--- src/rtl/eim_pkg.sv ---
// rtl/eim_pkg.sv - shared types and default widths for the EIM MAC accumulator
package eim_pkg;

  typedef enum logic [1:0] {
    IDLE  = 2'd0,
    ACCUM = 2'd1,
    HOLD  = 2'd2
  } acc_state_t;

  localparam int EIM_WIDTH  = 32;
  localparam int EIM_PROD_W = 2 * EIM_WIDTH;
  localparam int EIM_GUARD  = 8;

endpackage

--- src/rtl/eim_mac_accum.sv ---
// rtl/eim_mac_accum.sv - accumulates EIM multiplier products into one dot-product sum per group
module eim_mac_accum
  import eim_pkg::*;
#(
  parameter int PROD_W = EIM_PROD_W,
  parameter int GUARD  = EIM_GUARD,
  parameter int CNT_W  = 16,
  parameter bit SAT    = 1'b1,
  parameter int ACC_W  = PROD_W + GUARD
) (
  input  logic              clk,
  input  logic              rst,
  input  logic              clear,
  input  logic              prod_valid,
  output logic              prod_ready,
  input  logic [PROD_W-1:0] prod,
  input  logic              prod_last,
  output logic              out_valid,
  input  logic              out_ready,
  output logic [ACC_W-1:0]  out_sum,
  output logic [CNT_W-1:0]  out_count,
  output logic              out_ovf
);

  acc_state_t       state, state_nx;
  logic [ACC_W-1:0] acc, acc_nx;
  logic [CNT_W-1:0] cnt, cnt_nx;
  logic             ovf, ovf_nx;
  logic [ACC_W:0]   add_res;
  logic             beat;

  // Returns {sum, carry}; with SAT the sum pins at all-ones when the add carries out.
  function automatic logic [ACC_W:0] sat_add(input logic [ACC_W-1:0] a,
                                             input logic [PROD_W-1:0] p);
    logic [ACC_W:0] s;
    s = {1'b0, a} + {{(GUARD + 1){1'b0}}, p};
    if (SAT && s[ACC_W]) return {{ACC_W{1'b1}}, 1'b1};
    return {s[ACC_W-1:0], s[ACC_W]};
  endfunction

  assign prod_ready = (state != HOLD);
  assign out_valid  = (state == HOLD);
  assign beat       = prod_valid & prod_ready;
  assign add_res    = sat_add(acc, prod);

  assign out_sum   = acc;
  assign out_count = cnt;
  assign out_ovf   = ovf;

  always_comb begin
    state_nx = state;
    acc_nx   = acc;
    cnt_nx   = cnt;
    ovf_nx   = ovf;
    case (state)
      IDLE, ACCUM: begin
        if (clear) begin
          state_nx = IDLE;
          acc_nx   = '0;
          cnt_nx   = '0;
          ovf_nx   = 1'b0;
        end else if (beat) begin
          acc_nx   = add_res[ACC_W:1];
          cnt_nx   = (cnt == {CNT_W{1'b1}}) ? cnt : cnt + CNT_W'(1);
          ovf_nx   = ovf | add_res[0];
          state_nx = prod_last ? HOLD : ACCUM;
        end
      end
      HOLD: begin
        // clear is deliberately ignored here so a finished result is never lost.
        if (out_ready) begin
          state_nx = IDLE;
          acc_nx   = '0;
          cnt_nx   = '0;
          ovf_nx   = 1'b0;
        end
      end
      default: begin
        state_nx = IDLE;
        acc_nx   = '0;
        cnt_nx   = '0;
        ovf_nx   = 1'b0;
      end
    endcase
  end

  always_ff @(posedge clk) begin
    if (rst) begin
      state <= IDLE;
      acc   <= '0;
      cnt   <= '0;
      ovf   <= 1'b0;
    end else begin
      state <= state_nx;
      acc   <= acc_nx;
      cnt   <= cnt_nx;
      ovf   <= ovf_nx;
    end
  end

endmodule

--- config.mk ---
export PLATFORM = sky130hd
export DESIGN_NAME = eim_mac_accum
export DESIGN_NICKNAME = d
export VERILOG_FILES = /design/src/rtl/eim_pkg.sv /design/src/rtl/eim_mac_accum.sv
export SDC_FILE = /design/constraint.sdc
export NUM_CORES = 1
export LEC_CHECK = 0
export ABC_AREA = 1
export CORE_UTILIZATION = 59
export CTS_BUF_LIST = sky130_fd_sc_hd__clkbuf_4
export DETAILED_ROUTE_END_ITERATION = 8
export DONT_BUFFER_PORTS = 1
export PLACE_DENSITY = 0.76
export SETUP_SLACK_MARGIN = 0.15
export SLEW_MARGIN = 20
export SYNTH_ARGS = -nofsm -noshare
export SYNTH_HDL_FRONTEND = slang
export SYNTH_SLANG_ARGS = --single-unit
--- constraint.sdc ---
create_clock -name clk -period 2.2 [get_ports clk]
set_input_delay 0.44 -clock clk [delete_from_list [all_inputs] [get_ports clk]]
set_output_delay 0.44 -clock clk [all_outputs]
set_load 0.01 [all_outputs]
==> results of run 1 <==
## logic make-up after synthesis
logic type | count (synthesis) | synth area share, %
XOR/XNOR | 39 | 3.53
buffers and inverters | 351 | 14.0
adder cells (fa/ha/maj) | 66 | 8.62
flip-flops | 91 | 18.9
AND/OR/NAND/NOR | 992 | 41.8
AO/OA/AOI/OAI | 245 | 13.2
## cells in the mapped netlist (all sizes together), types with 3 or more instances
library cell,number,area (µm²)
buf,13,83.8
nor3,14,70.1
nor4,9,62.6
a21oi,148,741
clkbuf,20,75.1
xor2,39,342
nand2,673,2550
o21ai,80,400
dfxtp,91,1820
inv,318,1190
nand4,5,31.3
and2,3,18.8
nand3,113,621
o21bai,8,60.1
ha,65,813
nor2,172,671
## layer usage
layer,overflow,global-route usage [%]
met5,3,46.5
met2,306,106
met1,10,85.3
met4,176,95.9
met3,9,73.6
## stage by stage
step | worst slack (ns) | setup TNS [ns] | utilization [%]
2_1_floorplan | -0.0245 | -1.11 | -
3_3_place_gp | -0.282 | -9.48 | 75.7
3_5_place_dp | -0.335 | -13.11 | 75.7
4_1_cts | 0.0102 | 0 | 85.6
## repair_timing
action | CTS
setup buffers | 13
gates cloned | 1
pin swaps | 47
hold endpoints to repair | 77
gates resized for setup | 303
hold buffers | 1
setup endpoints to repair | 85
==> impl_metrics.tcl, run 1 <==
set metrics [dict create \
    status "stopped before the end" \
    failing_step "global routing" \
    tool.error "[ERROR GRT-0232] Routing congestion too high. Check the congestion heatmap in the GUI." \
    dp_hpwl_mm 29.2 \
    cts_max_level 3 \
    overflow 504 \
    ys_ff_latch 91 \
    dp_cells 2262 \
    clockBufferDepth 2 \
    cts-root-buf "clkbuf_4" \
    yosysWarnings 0 \
    synth_area_per_cell_um2 5.42 \
    grt_max_degree 80 \
    portBuffers 0 \
    syn_nets 1920 \
    pin_count 161 \
    synthDistinctLibCells 36 \
    synthArstFlopShare_pct 0 \
    synth_edf_count 0 \
    rows 46 \
    die_y_um 130 \
    synth_area_mm2 0.00966 \
    ys_seq_area_share_pct 18.9 \
    grt_usage_pct 88.8 \
    synth_flop_cell "dfxtp_1" \
    cts.sinks 91 \
    grt_worst_setup_endpoint "out_sum[32]$_SDFFE_PP0P_/D" \
    syn_inst 1784 \
    place_congestion 1.07 \
    worstEpCategory "register input" \
    die_width_um 130 \
    initial_core_util_pct 60.6 \
    place_area_mm2 0.0121 \
    numCtsBuffers 9 \
]
==> run 2, diff against run 1 <==
Settings changed: CORE_UTILIZATION 59 to 40, CTS_BUF_LIST sky130_fd_sc_hd__clkbuf_4 to not set, PLACE_DENSITY 0.76 to not set, PLACE_DENSITY_LB_ADDON set to 0.15, SETUP_SLACK_MARGIN 0.15 to not set.
Clock period 2.2 ns to 2.9 ns, I/O delays scaled along.
==> run 2 against run 1 <==
Net effect:
- the flow now finishes without violations
- area after synthesis is the same
- synthesized cell count is the same
==> impl_metrics.tcl, run 2 <==
set metrics [dict create \
    dp_hpwl_mm 29.6 \
    n_fill_cell 2703 \
    antenna_found_initial 0 \
    yosysWarnings 0 \
    max_slew_margin_pct 54.7 \
    max_freq_mhz 368 \
    ctsResizeCount 0 \
    die_y_um 157 \
    synth_flop_cell "dfxtp_1" \
    start_kind "flop" \
    final_hold_viol_count 0 \
    diodes 0 \
    antenna_left 0 \
    drive_above_1_share_pct 4.47 \
    grt_usage_pct 28.9 \
    drv_slew 0 \
    cts-root-buf "clkbuf_16" \
    path_common_cell "nand2_1" \
    ys_ff_latch 91 \
    netlist.area_leader.share_pct 25.8 \
    synthDistinctLibCells 36 \
    highest_layer "met4" \
    dp_cells 2092 \
    worstHoldStart "rst" \
    met1Wirelength_mm 17.3 \
    timing.final.crit_share_pct 93.6 \
    end_kind "flop" \
    synth_area_mm2 0.00966 \
    overflow 0 \
    ys_seq_area_share_pct 18.9 \
    holdBufCountCts 0 \
    clk_pin_slew_ns 0.08 \
    drt_pass1_iterations 6 \
    vias 10700 \
    die_width_um 157 \
    synth_most_common_cell "nand2_1" \
    regArea_mm2 0.00182 \
    route.detailed.drc 0 \
    synth_edf_count 0 \
    grt_pass1_wl_mm 54.4 \
    critPathRequiredTime_ns 3.20 \
    drv_cap 0 \
    crit_start "out_sum[29]" \
    place_area_mm2 0.0101 \
    rsz0062_at_grt "no" \
    wl_per_cell_um 17.0 \
    crit_path_max_fanout 4 \
    grt_max_degree 80 \
    wirelength_mm 35.7 \
    clk-insertion-delay-late_ns 0.38 \
    synthTopCellsByCount "nand2_1, inv_1, nor2_1" \
    fin_cells 2108 \
    path_cells "ha_1, nand2_1, inv_1, nand2_1, o21ai_0, buf_4, nand2_1, nand2_1, inv_1, nand2_1, nand2_1, nand2_1, nand2_1, nand3_1, nand2_1, a21oi_1" \
    cp_data_arrival_time_ns 3.01 \
    powerDensity_mw_per_mm2 399 \
    dieArea_mm2 0.0248 \
    drtIter0Drc 829 \
    cts_max_level 3 \
    synth_area_leaders "nand2_1, dfxtp_1, inv_1" \
    layout_commonest_cell "nand2_1" \
    numCtsBuffers 9 \
    synth_area_per_cell_um2 5.42 \
    leakage_nw 5.54 \
    initial_core_util_pct 40.9 \
    wl_met2_mm 14.9 \
    largest_reg_flops 72 \
    core_mm2 0.0236 \
    multiInputGateArea_mm2 0.00650 \
    status "finished clean" \
    setup_ws_ns 0.186 \
    routed_via_density 5.08 \
    portBuffers 0 \
    cts.sinks 91 \
    rows 56 \
    grt_pass1_vias 9773 \
    reg2reg_from "out_sum[29]" \
    slowest_delay_ns 0.48 \
    cts_tree "built" \
    mostFrequentLayoutCells "nand2_1, inv_1, nor2_1" \
    place_congestion 1.02 \
    hold_class "primary input to flop" \
    synthArstFlopShare_pct 0 \
    skew_ns 0.0139 \
    critPathKind "flop to flop" \
    holdWs_ns 0.283 \
    worst_pin_slew_ns 0.678 \
    syn2layout_area_growth_pct 7.81 \
    pre_cts_slack_ns -0.0211 \
    synth.largest_area_cell "nand2_1" \
    finalSetupViolations 0 \
    met3_length_mm 2.92 \
    syn_nets 1920 \
    fin_nets 1920 \
    fin_crit_ns 2.71 \
    vdd_drop_max_mv 0.268 \
    cts_setup_buffers 0 \
    design_area_mm2 0.0104 \
    syn_inst 1784 \
    pin_count 161 \
    clockBufferDepth 2 \
    cp_slowest_cell "ha_1" \
]
-- run 2: where the power goes --
part | switching, mW | internal [mW] | total, mW
Sequential | 0.108 | 1.33 | 1.43
Combinational | 0.983 | 0.462 | 1.45
Clock | 0.658 | 0.616 | 1.27
Total | 1.75 | 2.40 | 4.15
-- run 2: cells by family (layout without fill, tap and decap cells) --
family                     after synthesis  count (layout)  share of synthesized area, %
AOI/OAI and AO/OA                      245             245                          13.2
DFF                                     91              91                          18.9
xor gates and xnor gates                39              39                          3.53
and+or+nand+nor                        992             992                          41.8
buffers and inverters                  351             356                          14.0
adders and majority gates               66              66                          8.62
-- run 2: final timing paths --
check / endpoint / slack [ns] / cells past startpoint
worst max register to register: out_sum[71] / 0.19 / 16
worst min register to register: state[0] / 0.47 / 2
worst max-delay path: out_sum[71] / 0.19 / 16
worst min-delay path: out_count[13] / 0.28 / 1
-- run 2: metal layers --
| layer | track usage (%) | vias up |
|---|---|---|
| li1 | - | 5525 |
| met1 | 40.6 | 4783 |
| met2 | 44.1 | 358 |
| met3 | 6.69 | 37 |
| met4 | 6.80 | 0 |
| met5 | 0 | - |
-- run 2: metrics by stage --
step / total power, mW / utilization (%) / TNS, ns
floorplan: 2.46 / - / 0
global placement: 2.88 / 42.8 / 0
detailed placement: 2.89 / 42.8 / -0.0211
CTS: 4.17 / 44.1 / 0
global route: 4.42 / 44.1 / 0
finish: 4.15 / 44.1 / 0
-- run 2: critical path: cells and delay by family, from the launching register on --
kind                     cells  cell delay [ns]
AND/OR/NAND/NOR             10             0.82
AO/OA/AOI/OAI                2             0.60
buffers and inverters        3             0.37
adder cells (fa/ha/maj)      1             0.48
flip-flops                   1             0.37
-- run 2: layout make-up --
class	instances	share of cell area, %
timing repair buffer	22	1.95
sequential	91	17.5
tap	319	3.83
inverter	318	11.5
clock buffer	9	2.16
clock inverter	7	0.733
multi-input combinational	1342	62.4
(Power assumes the default switching activity.)
